<file path="config.mk">
export PLATFORM = sky130hd
export DESIGN_NAME = sr04_multi_ranger
export DESIGN_NICKNAME = d
export VERILOG_FILES = /design/src/rtl/sr04_multi_ranger.sv
export SDC_FILE = /design/constraint.sdc
export NUM_CORES = 1
export LEC_CHECK = 0
export ABC_CLOCK_PERIOD_IN_PS = 4600
export CAP_MARGIN = 15
export CORE_ASPECT_RATIO = 1.5
export CORE_UTILIZATION = 55
export DETAILED_ROUTE_END_ITERATION = 8
export PLACE_DENSITY = 0.78
export RECOVER_POWER = 100
export SLEW_MARGIN = 20
export SYNTH_ARGS = -nofsm -noshare
export SYNTH_HDL_FRONTEND = slang
export SYNTH_SLANG_ARGS = --single-unit
</file>
<file path="constraint.sdc">
create_clock -name iClk -period 4.6 [get_ports iClk]
set_input_delay 1.38 -clock iClk [delete_from_list [all_inputs] [get_ports iClk]]
set_output_delay 1.38 -clock iClk [all_outputs]
set_load 0.01 [all_outputs]
</file>
<file path="src/rtl/sr04_multi_ranger.sv">
// sr04_multi_ranger: round-robin controller for NUM_CH HC-SR04 ultrasonic sensors.
// Only one channel is triggered and measured at a time. The echo width is
// converted to whole centimetres using a us sub-counter. Results saturate at
// MAX_CM, and an echo that never rises or never falls gives a timeout result.
module sr04_multi_ranger #(
   parameter int NUM_CH     = 4,
   parameter int CLK_HZ     = 100_000_000,
   parameter int TRIG_US    = 10,
   parameter int US_PER_CM  = 58,
   parameter int MAX_CM     = 400,
   parameter int TIMEOUT_US = 30_000,
   parameter int GAP_US     = 60_000,
   parameter int DW         = 9
) (
   input  logic                 iClk,
   input  logic                 iRst,
   input  logic                 iStart,
   input  logic                 iContinuous,
   input  logic [NUM_CH-1:0]    iChMask,
   input  logic [NUM_CH-1:0]    iEcho,
   output logic [NUM_CH-1:0]    oTrig,
   output logic [NUM_CH*DW-1:0] oDistCm,
   output logic [NUM_CH-1:0]    oValid,
   output logic [NUM_CH-1:0]    oTimeout,
   output logic                 oBusy,
   output logic [2:0]           oCurCh,
   output logic                 oDone
);

   localparam int CYC     = CLK_HZ / 1_000_000;
   localparam int DIVW    = (CYC > 1) ? $clog2(CYC) : 1;
   localparam int T1      = (TIMEOUT_US > GAP_US) ? TIMEOUT_US : GAP_US;
   localparam int USMAX   = (T1 > TRIG_US) ? T1 : TRIG_US;
   localparam int USW     = $clog2(USMAX + 1);
   localparam int SUBW    = $clog2(US_PER_CM + 1);
   // The cycle in which the rise is seen already belongs to the echo, so the
   // MEASURE divider starts one cycle ahead.
   localparam logic [DIVW-1:0] DIV_PRE = DIVW'((CYC > 1) ? 1 : 0);

   typedef enum logic [2:0] {
      IDLE, SELECT, TRIG, WAIT_RISE, MEASURE, GAP, FINISH
   } state_t;

   state_t                   state;
   logic [NUM_CH-1:0]        echoMeta, echoSync;
   logic [NUM_CH-1:0]        mask;
   logic [3:0]               scanPtr;
   logic [DIVW-1:0]          divCnt;
   logic [USW-1:0]           usCnt;
   logic [SUBW-1:0]          subCnt;
   logic [DW-1:0]            cmCnt;
   logic [NUM_CH-1:0][DW-1:0] distR;

   logic                     usTick;
   logic                     curEcho;
   logic                     selFound;
   logic [2:0]               selCh;
   logic [NUM_CH-1:0]        selHot;

   assign oDistCm = distR;
   assign usTick  = (divCnt == DIVW'(CYC - 1));

   // Two-flop synchroniser on every raw echo line
   always_ff @(posedge iClk or posedge iRst) begin
      if (iRst) begin
         echoMeta <= '0;
         echoSync <= '0;
      end else begin
         echoMeta <= iEcho;
         echoSync <= echoMeta;
      end
   end

   // Synchronised echo of the channel under measurement; all others are ignored
   always_comb begin
      curEcho = 1'b0;
      for (int k = 0; k < NUM_CH; k++)
         if (3'(k) == oCurCh) curEcho = echoSync[k];
   end

   // Lowest enabled channel at or above the scan pointer
   always_comb begin
      selFound = 1'b0;
      selCh    = '0;
      selHot   = '0;
      for (int k = NUM_CH - 1; k >= 0; k--) begin
         if (mask[k] && (4'(k) >= scanPtr)) begin
            selFound = 1'b1;
            selCh    = 3'(k);
         end
      end
      for (int k = 0; k < NUM_CH; k++)
         selHot[k] = selFound && (3'(k) == selCh);
   end

   // Scan FSM with its us timer, cm counter and per-channel result registers
   always_ff @(posedge iClk or posedge iRst) begin
      if (iRst) begin
         state    <= IDLE;
         mask     <= '0;
         scanPtr  <= '0;
         divCnt   <= '0;
         usCnt    <= '0;
         subCnt   <= '0;
         cmCnt    <= '0;
         distR    <= '0;
         oTrig    <= '0;
         oValid   <= '0;
         oTimeout <= '0;
         oBusy    <= 1'b0;
         oCurCh   <= '0;
         oDone    <= 1'b0;
      end else begin
         oDone <= 1'b0;
         // The us timer runs freely; every state change below restarts it
         if (usTick) begin
            divCnt <= '0;
            usCnt  <= usCnt + 1'b1;
         end else begin
            divCnt <= divCnt + 1'b1;
         end

         case (state)
            IDLE: begin
               if (iStart) begin
                  if (iChMask != '0) begin
                     mask    <= iChMask;
                     oBusy   <= 1'b1;
                     scanPtr <= '0;
                     state   <= SELECT;
                     divCnt  <= '0;
                     usCnt   <= '0;
                  end else begin
                     oDone <= 1'b1;
                  end
               end
            end

            SELECT: begin
               divCnt <= '0;
               usCnt  <= '0;
               if (selFound) begin
                  oCurCh <= selCh;
                  oTrig  <= selHot;
                  state  <= TRIG;
               end else begin
                  state <= FINISH;
               end
            end

            TRIG: begin
               if (usTick && usCnt == USW'(TRIG_US - 1)) begin
                  oTrig  <= '0;
                  state  <= WAIT_RISE;
                  divCnt <= '0;
                  usCnt  <= '0;
               end
            end

            WAIT_RISE: begin
               // A level test: an echo that is already high counts as a rise
               if (curEcho) begin
                  state  <= MEASURE;
                  divCnt <= DIV_PRE;
                  usCnt  <= '0;
                  subCnt <= '0;
                  cmCnt  <= '0;
               end else if (usTick && usCnt == USW'(TIMEOUT_US - 1)) begin
                  for (int k = 0; k < NUM_CH; k++)
                     if (3'(k) == oCurCh) begin
                        distR[k]    <= DW'(MAX_CM);
                        oValid[k]   <= 1'b0;
                        oTimeout[k] <= 1'b1;
                     end
                  state  <= GAP;
                  divCnt <= '0;
                  usCnt  <= '0;
               end
            end

            MEASURE: begin
               if (!curEcho) begin
                  for (int k = 0; k < NUM_CH; k++)
                     if (3'(k) == oCurCh) begin
                        distR[k]    <= cmCnt;
                        oValid[k]   <= 1'b1;
                        oTimeout[k] <= 1'b0;
                     end
                  state  <= GAP;
                  divCnt <= '0;
                  usCnt  <= '0;
               end else if (usTick && usCnt == USW'(TIMEOUT_US - 1)) begin
                  for (int k = 0; k < NUM_CH; k++)
                     if (3'(k) == oCurCh) begin
                        distR[k]    <= DW'(MAX_CM);
                        oValid[k]   <= 1'b0;
                        oTimeout[k] <= 1'b1;
                     end
                  state  <= GAP;
                  divCnt <= '0;
                  usCnt  <= '0;
               end else if (usTick) begin
                  if (subCnt == SUBW'(US_PER_CM - 1)) begin
                     subCnt <= '0;
                     if (cmCnt < DW'(MAX_CM)) cmCnt <= cmCnt + 1'b1;
                  end else begin
                     subCnt <= subCnt + 1'b1;
                  end
               end
            end

            GAP: begin
               if (usTick && usCnt == USW'(GAP_US - 1)) begin
                  scanPtr <= {1'b0, oCurCh} + 4'd1;
                  state   <= SELECT;
                  divCnt  <= '0;
                  usCnt   <= '0;
               end
            end

            FINISH: begin
               oDone   <= 1'b1;
               scanPtr <= '0;
               divCnt  <= '0;
               usCnt   <= '0;
               if (iContinuous) begin
                  mask  <= iChMask;
                  state <= SELECT;
               end else begin
                  oBusy <= 1'b0;
                  state <= IDLE;
               end
            end

            default: state <= IDLE;
         endcase
      end
   end

endmodule

</file>
### Yosys cells after proc, flatten, opt, wreduce, memory -nomap -nowiden

Index checks and enable logic that the tools add are counted.

* add/sub/neg operators: 5
* order comparisons: 5
* equality and inequality tests: 35
* muxes and demuxes: 107
* reductions and logical operators: 32

Operators by type and width (count)
* 2-to-1 mux 16 bit: 8
* 2-to-1 mux 9 bit: 14
* 2-to-1 mux 36 bit: 3
* case mux 16 bit (6 select lines): 1
* case mux 36 bit (2 select lines): 1
* 2-to-1 mux 4 bit: 14
* 2-to-1 mux 7 bit: 8
* case mux 7 bit (6 select lines): 1
* 2-to-1 mux 3 bit: 11
* case mux 4 bit (2 select lines): 4
* 2-to-1 mux 1 bit: 30
* 2-to-1 mux 6 bit: 5
* inequality test 2 bit, second input constant: 14
* case mux 3 bit (7 select lines): 1
* case mux 9 bit (2 select lines): 1
* adder 16 x 1 -> 16 bit, second input constant: 1
* == test 16 x 15 -> 1 bit, second input constant: 1
* == test 16 bit, second input constant: 1
* == test 16 x 4 -> 1 bit, second input constant: 1
* AND reduction 4 bit: 4
* AND reduction 3 bit: 5
* == test 2 x 3 -> 1 bit, first input constant: 4
* inequality test 3 bit, second input constant: 4
* case mux 4 bit (3 select lines): 1
* other kinds (25): 46

* flip-flop bits (word level): 110
* bits of input ports: 12
* output and inout bits: 53
* word-level logic and storage cells: 209

### Depth between registers and ports, before layout

* word-level depth: 10
* mapped depth: 9

### Worst setup path after synthesis

OpenSTA, ideal clock, no wires.

* kind: input to register
* start point: input iChMask[1]
* end point: register usCnt[10]
* setup time: 0.078 ns
* arrival time: 2.984 ns
* data required time: 4.522 ns
* path slack: 1.538 ns
* stages on the path: 7
* cell sequence: o41ai_1 -> nor4b_1 -> a31oi_1 -> and3_1 -> clkbuf_1 -> clkbuf_1 -> a21oi_1

* cells in the longest elaborated chain, start to end: 4

RTL lines
* start, declared: line 19 `input logic [NUM_CH-1:0] iChMask,`
* nonzero test 4 bit: line 126 `if (iChMask != '0) begin`
* 2-to-1 mux 16 bit: line 126
* 2-to-1 mux 16 bit: line 125 `if (iStart) begin`
* case mux 16 bit (6 select lines): line 123 `case (state)`
* end signal, assigned: line 118 `usCnt <= usCnt + 1'b1;`
* end, declared: line 49 `logic [USW-1:0] usCnt;`

No other way between the ends.
A chain may end at the register's enable or synchronous reset.

### Worst setup path after layout

* start point: input iChMask[1]
* end point: register usCnt[1]

Same word-level chain as after synthesis.

==> flow_results.org <==
** Pwr
- IR analysis of the VDD net gives a maximum drop of 372 uV.
- Sequential cells account for 40.3% of the total power.
- Internal :: 1.87 mW
- Of the total power, the share spent switching nets is 39.4%.
- In this run the power density over the cells is 471 nW/um2.
- Static leakage :: 2.92 nW
- Proportion of power drawn by the clock network :: 23.4%
- Combinational logic burns 36.3% of the power.
- NetSw :: 1.22 mW

** Worst setup path
- Endpoint arrival time on the critical path :: 3.96 ns
- Max Fanout on Critical Path :: 17
- Among cell families on the critical path, the largest total delay comes from compound AO/OA/AOI/OAI gates.
- Type of destination of the critical path :: flip-flop
- The slowest stage of the critical path belongs to the cell sky130_fd_sc_hd__o41ai_1.
- Startpoint class of the critical path :: primary input
- Worst-case register-to-register setup slack :: 1.02 ns
- Crit path kind :: primary input to flip-flop
- Depth of the worst register-to-register path :: 6
- For the worst setup path, the data required time is 4.85 ns.
- Startpoint of the worst register-to-register path :: divCnt[0]$_DFF_PP0_
- Walking the worst path, the cells encountered are dlygate4sd3_1 -> o41ai_1 -> nor4b_1 -> a31oi_1 -> and3_1 -> a221oi_1.
- The largest single stage delay on the critical path is 0.81 ns.
- Buf+Inv Stages, Crit Path :: 1
- In this run the critical register-to-register path is captured at oDistCm[26]$_DFFE_PP0P_.

** Placed design
- Routability-driven placement finished with a final weighted congestion of 0.880.
- IO buf count :: 63
- After detailed placement, the design holds a cell count of 736.
- Final HPWL from detailed placement :: 9620 um

** Drt
- In the routed layout, each cell is associated on average with a via count of 6.33.
- For this run, the detailed router's first-pass iteration total came to 8.
- After detailed routing, the average wire length per cell comes to 18.1 um.
- In this run the remaining antenna-violating nets after routing total 0.
- Violation count after the first detailed-routing iteration :: 283
- For this run, design rule violations remaining after detail routing come to 8.
- Across all layers, the routed design uses 4760 vias.
- The routed design has 13600 um of wire.

** Timing
- At the pin with the least slew margin, the transition time is 1.66 ns.
- Relative slew slack :: -11.5%
- Worst clock skew on the final layout :: 0.00659 ns
- Setup tns final :: 0 ns
- The worst path uses 80.6% of the clock period.
- Setup violations remaining at the end of the flow were counted as 0.
- Final count of pins violating max slew :: 10
- The final-report hold violation count is 0.
- Highest attainable clock frequency :: 0.270 GHz
- Setup repair after global routing left no endpoint under its margin.
- The clock period could shrink to 3.71 ns.

** Final layout
- Of the cells placed in the final design, the portion with a size suffix greater than 1 is 5.65%.
- The top cell types in the final layout, fill and taps aside, are sky130_fd_sc_hd__dfrtp_1, sky130_fd_sc_hd__dlygate4sd3_1, sky130_fd_sc_hd__a21oi_1.
- Leaving out filler cells and counting taps, the final layout contains 752.
- Leaving out fill and tap cells, the most frequent cell in the layout is sky130_fd_sc_hd__dfrtp_1.
- In the final design database the tool counted 654 nets.
- From synthesis to final layout, the design area changed by 16.1%.
- Inserted Diodes :: 0

** Hold path
- Min-Delay Endpoint :: echoSync[3]$_DFF_PP0_
- In this run the worst hold path is classified as flip-flop to flip-flop.
- Startpoint of the lowest-slack hold path :: echoMeta[3]$_DFF_PP0_
- Worst hold path cell count :: 0

** Run
- Number of max-cap violations :: 1

** Floorplanning
- The total area inside the core boundary comes to 9800 um2.
- For this configuration, the core starts out at a cell density of 57.5%.
- Die Footprint :: 10700 um2
- The initialized floorplan defines 44 standard-cell rows.
- The die is 84.7 um wide.
- The die is 126 um tall.
- Ports placed on the boundary :: 65

** Clocking
- After clock tree synthesis, the setup repair step added 0 buffers.
- In this run, CTS created clock tree buffers numbering 9.
- After clock tree synthesis, the repair step resized 0 gates.
- Number of buffers inserted for hold repair after clock tree synthesis :: 0
- Number of clock sinks seen by CTS :: 108
- The tree is rooted in a sky130_fd_sc_hd__clkbuf_16.
- After clock tree synthesis, the clock-pin slew on the worst setup and hold paths is 0.07 ns.
- Count of H-tree levels built during CTS :: 3
- TritonCTS built the clock tree.
- Longest Clk Path Bufs :: 2
- At the later pin of the worst-skew pair, clock insertion delay measures 0.35 ns.

** Status
- The run finished, with violations left.
- Failing checks :: design-rule violations, max-capacitance violations, max-slew violations

** Yosys
- Synthesized cell area :: 5640 um2
- Counting distinct cell types in the post-synthesis netlist gives 66.
- In this run, synthesis produced a sequential element count of 108.
- In this run, synthesis inferred 0 flip-flops with an integrated enable.
- The Yosys step of the flow raised 0 warnings.
- Mean instance size in the synthesized netlist :: 9.52 um2
- Counting every instance in the synthesized netlist gives 592.
- For this run, asynchronously set or reset flops after synthesis account for 100%.
- Summing the sequential cell areas from Yosys gives 47.9% of the chip area.
- Post-synthesis net count :: 614
- The most used flip-flop cell after synthesis is sky130_fd_sc_hd__dfrtp_1.

** GRT
- Pin count of the biggest net entering global routing :: 67
- Vias in the first global route :: 4725
- Summed over all layers, the global routing overflow is 0.
- Total routing resource utilization after global routing :: 26.7%
- Wire length of the first global-routing pass :: 22800 um
- Initial antenna violation count :: 0
==> worst max-delay path by stage <==
stage,startpoint,end,slack (ns),depth (start not counted)
2_1_floorplan,iRst,cmCnt[0]$_DFFE_PP0P_,0.37,1
3_3_place_gp,iChMask[1],usCnt[1]$_DFF_PP0_,0.78,6
5_1_grt,iChMask[1],usCnt[1]$_DFF_PP0_,0.68,6
3_5_place_dp,iChMask[1],usCnt[1]$_DFF_PP0_,0.69,6
4_1_cts,iChMask[1],usCnt[1]$_DFF_PP0_,1.03,6
6_report,iChMask[1],usCnt[1]$_DFF_PP0_,0.89,6
==> logic make-up after synthesis <==
| group | count (synthesis) | share of synthesized area, % |
|---|---|---|
| simple gates | 202 | 19.1 |
| compound gates | 160 | 19.1 |
| flops | 108 | 47.9 |
| buf+inv | 75 | 5.24 |
| xor+xnor | 20 | 3.11 |
| mux | 16 | 3.26 |
| fa+ha+maj | 10 | 2.22 |
| other cells | 1 | 0.0665 |
==> registers in the layout, indices dropped and copies added (netlist names) <==
signal and flops:
oDistCm 36, usCnt 16, cmCnt 9, divCnt 7, subCnt 6, echoMeta 4
echoSync 4, mask 4, oTimeout 4, oTrig 4, oValid 4, scanPtr 3
state 3, oCurCh 2, oBusy 1, oDone 1
==> power groups by stage <==
stage | clock network [mW] | logic (mW) | registers, mW
floorplan | 0 | 0.845 | 1.19
global placement | 0 | 1.12 | 1.25
detailed placement | 0 | 1.16 | 1.26
CTS | 0.727 | 1.17 | 1.25
global route | 0.763 | 1.24 | 1.27
finish | 0.720 | 1.12 | 1.24
==> routing by layer <==
layer | GRT usage (%) | share of wire (%)
met3 | 3.28 | 3.7
met2 | 48.0 | 54
met5 | 0 | 0
met1 | 32.1 | 40
met4 | 11.7 | 2.2
==> through the flow <==
step	hold slack, ns	power (mW)	worst slack (ns)	instance area, um2	util, %
5_1_grt	0.365	3.27	0.682	6540	66.8
2_1_floorplan	0.331	2.04	0.374	5640	-
4_1_cts	0.366	3.14	1.03	6580	67.1
3_3_place_gp	0.341	2.37	0.777	6310	64.4
6_report	0.363	3.08	0.891	6540	66.8
3_5_place_dp	0.349	2.43	0.689	6310	64.4
==> layout make-up <==
| cell class | instances | area (um2) |
|---|---|---|
| repair buffers | 68 | 662 |
| fillers | 806 | 3260 |
| well taps | 115 | 144 |
| clock inverters | 6 | 40.0 |
| inverters | 36 | 138 |
| flip-flops and latches | 108 | 2700 |
| clock buffers | 10 | 229 |
| multi-input cells | 409 | 2630 |
==> Yosys cell counts (3+ instances only) <==
| library cell | instances | area, um2 |
|---|---|---|
| sky130_fd_sc_hd__nor3_1 | 15 | 75.1 |
| sky130_fd_sc_hd__nor2b_1 | 17 | 106 |
| sky130_fd_sc_hd__clkbuf_1 | 33 | 124 |
| sky130_fd_sc_hd__inv_1 | 36 | 135 |
| sky130_fd_sc_hd__ha_1 | 10 | 125 |
| sky130_fd_sc_hd__nand3_1 | 20 | 100 |
| sky130_fd_sc_hd__mux2_2 | 7 | 78.8 |
| sky130_fd_sc_hd__a211oi_1 | 13 | 97.6 |
| sky130_fd_sc_hd__and3_1 | 13 | 81.3 |
| sky130_fd_sc_hd__xor2_1 | 4 | 35.0 |
| sky130_fd_sc_hd__a21oi_1 | 45 | 225 |
| sky130_fd_sc_hd__xnor2_1 | 16 | 140 |
| sky130_fd_sc_hd__mux2_4 | 3 | 45.0 |
| sky130_fd_sc_hd__or3_1 | 3 | 18.8 |
| sky130_fd_sc_hd__a21o_1 | 6 | 45.0 |
| sky130_fd_sc_hd__a31o_2 | 3 | 26.3 |
| sky130_fd_sc_hd__nand2_1 | 39 | 146 |
| sky130_fd_sc_hd__o21ai_0 | 15 | 75.1 |
| sky130_fd_sc_hd__nand2b_1 | 8 | 50.1 |
| sky130_fd_sc_hd__o22ai_1 | 14 | 87.6 |
| sky130_fd_sc_hd__a31oi_1 | 3 | 18.8 |
| sky130_fd_sc_hd__a22o_1 | 7 | 61.3 |
| sky130_fd_sc_hd__dfrtp_1 | 108 | 2700 |
| sky130_fd_sc_hd__nor2_1 | 40 | 150 |
| sky130_fd_sc_hd__nor4_1 | 9 | 56.3 |
| sky130_fd_sc_hd__and2_1 | 6 | 37.5 |
| sky130_fd_sc_hd__o221ai_1 | 6 | 52.6 |
| sky130_fd_sc_hd__mux2i_1 | 6 | 60.1 |
| sky130_fd_sc_hd__or4_1 | 5 | 37.5 |
| sky130_fd_sc_hd__a21boi_0 | 3 | 22.5 |
| sky130_fd_sc_hd__o211ai_1 | 22 | 165 |
| sky130_fd_sc_hd__nand4_1 | 11 | 68.8 |
| sky130_fd_sc_hd__nor4b_1 | 3 | 26.3 |
No activity file was read; power rests on OpenSTA's default activity.
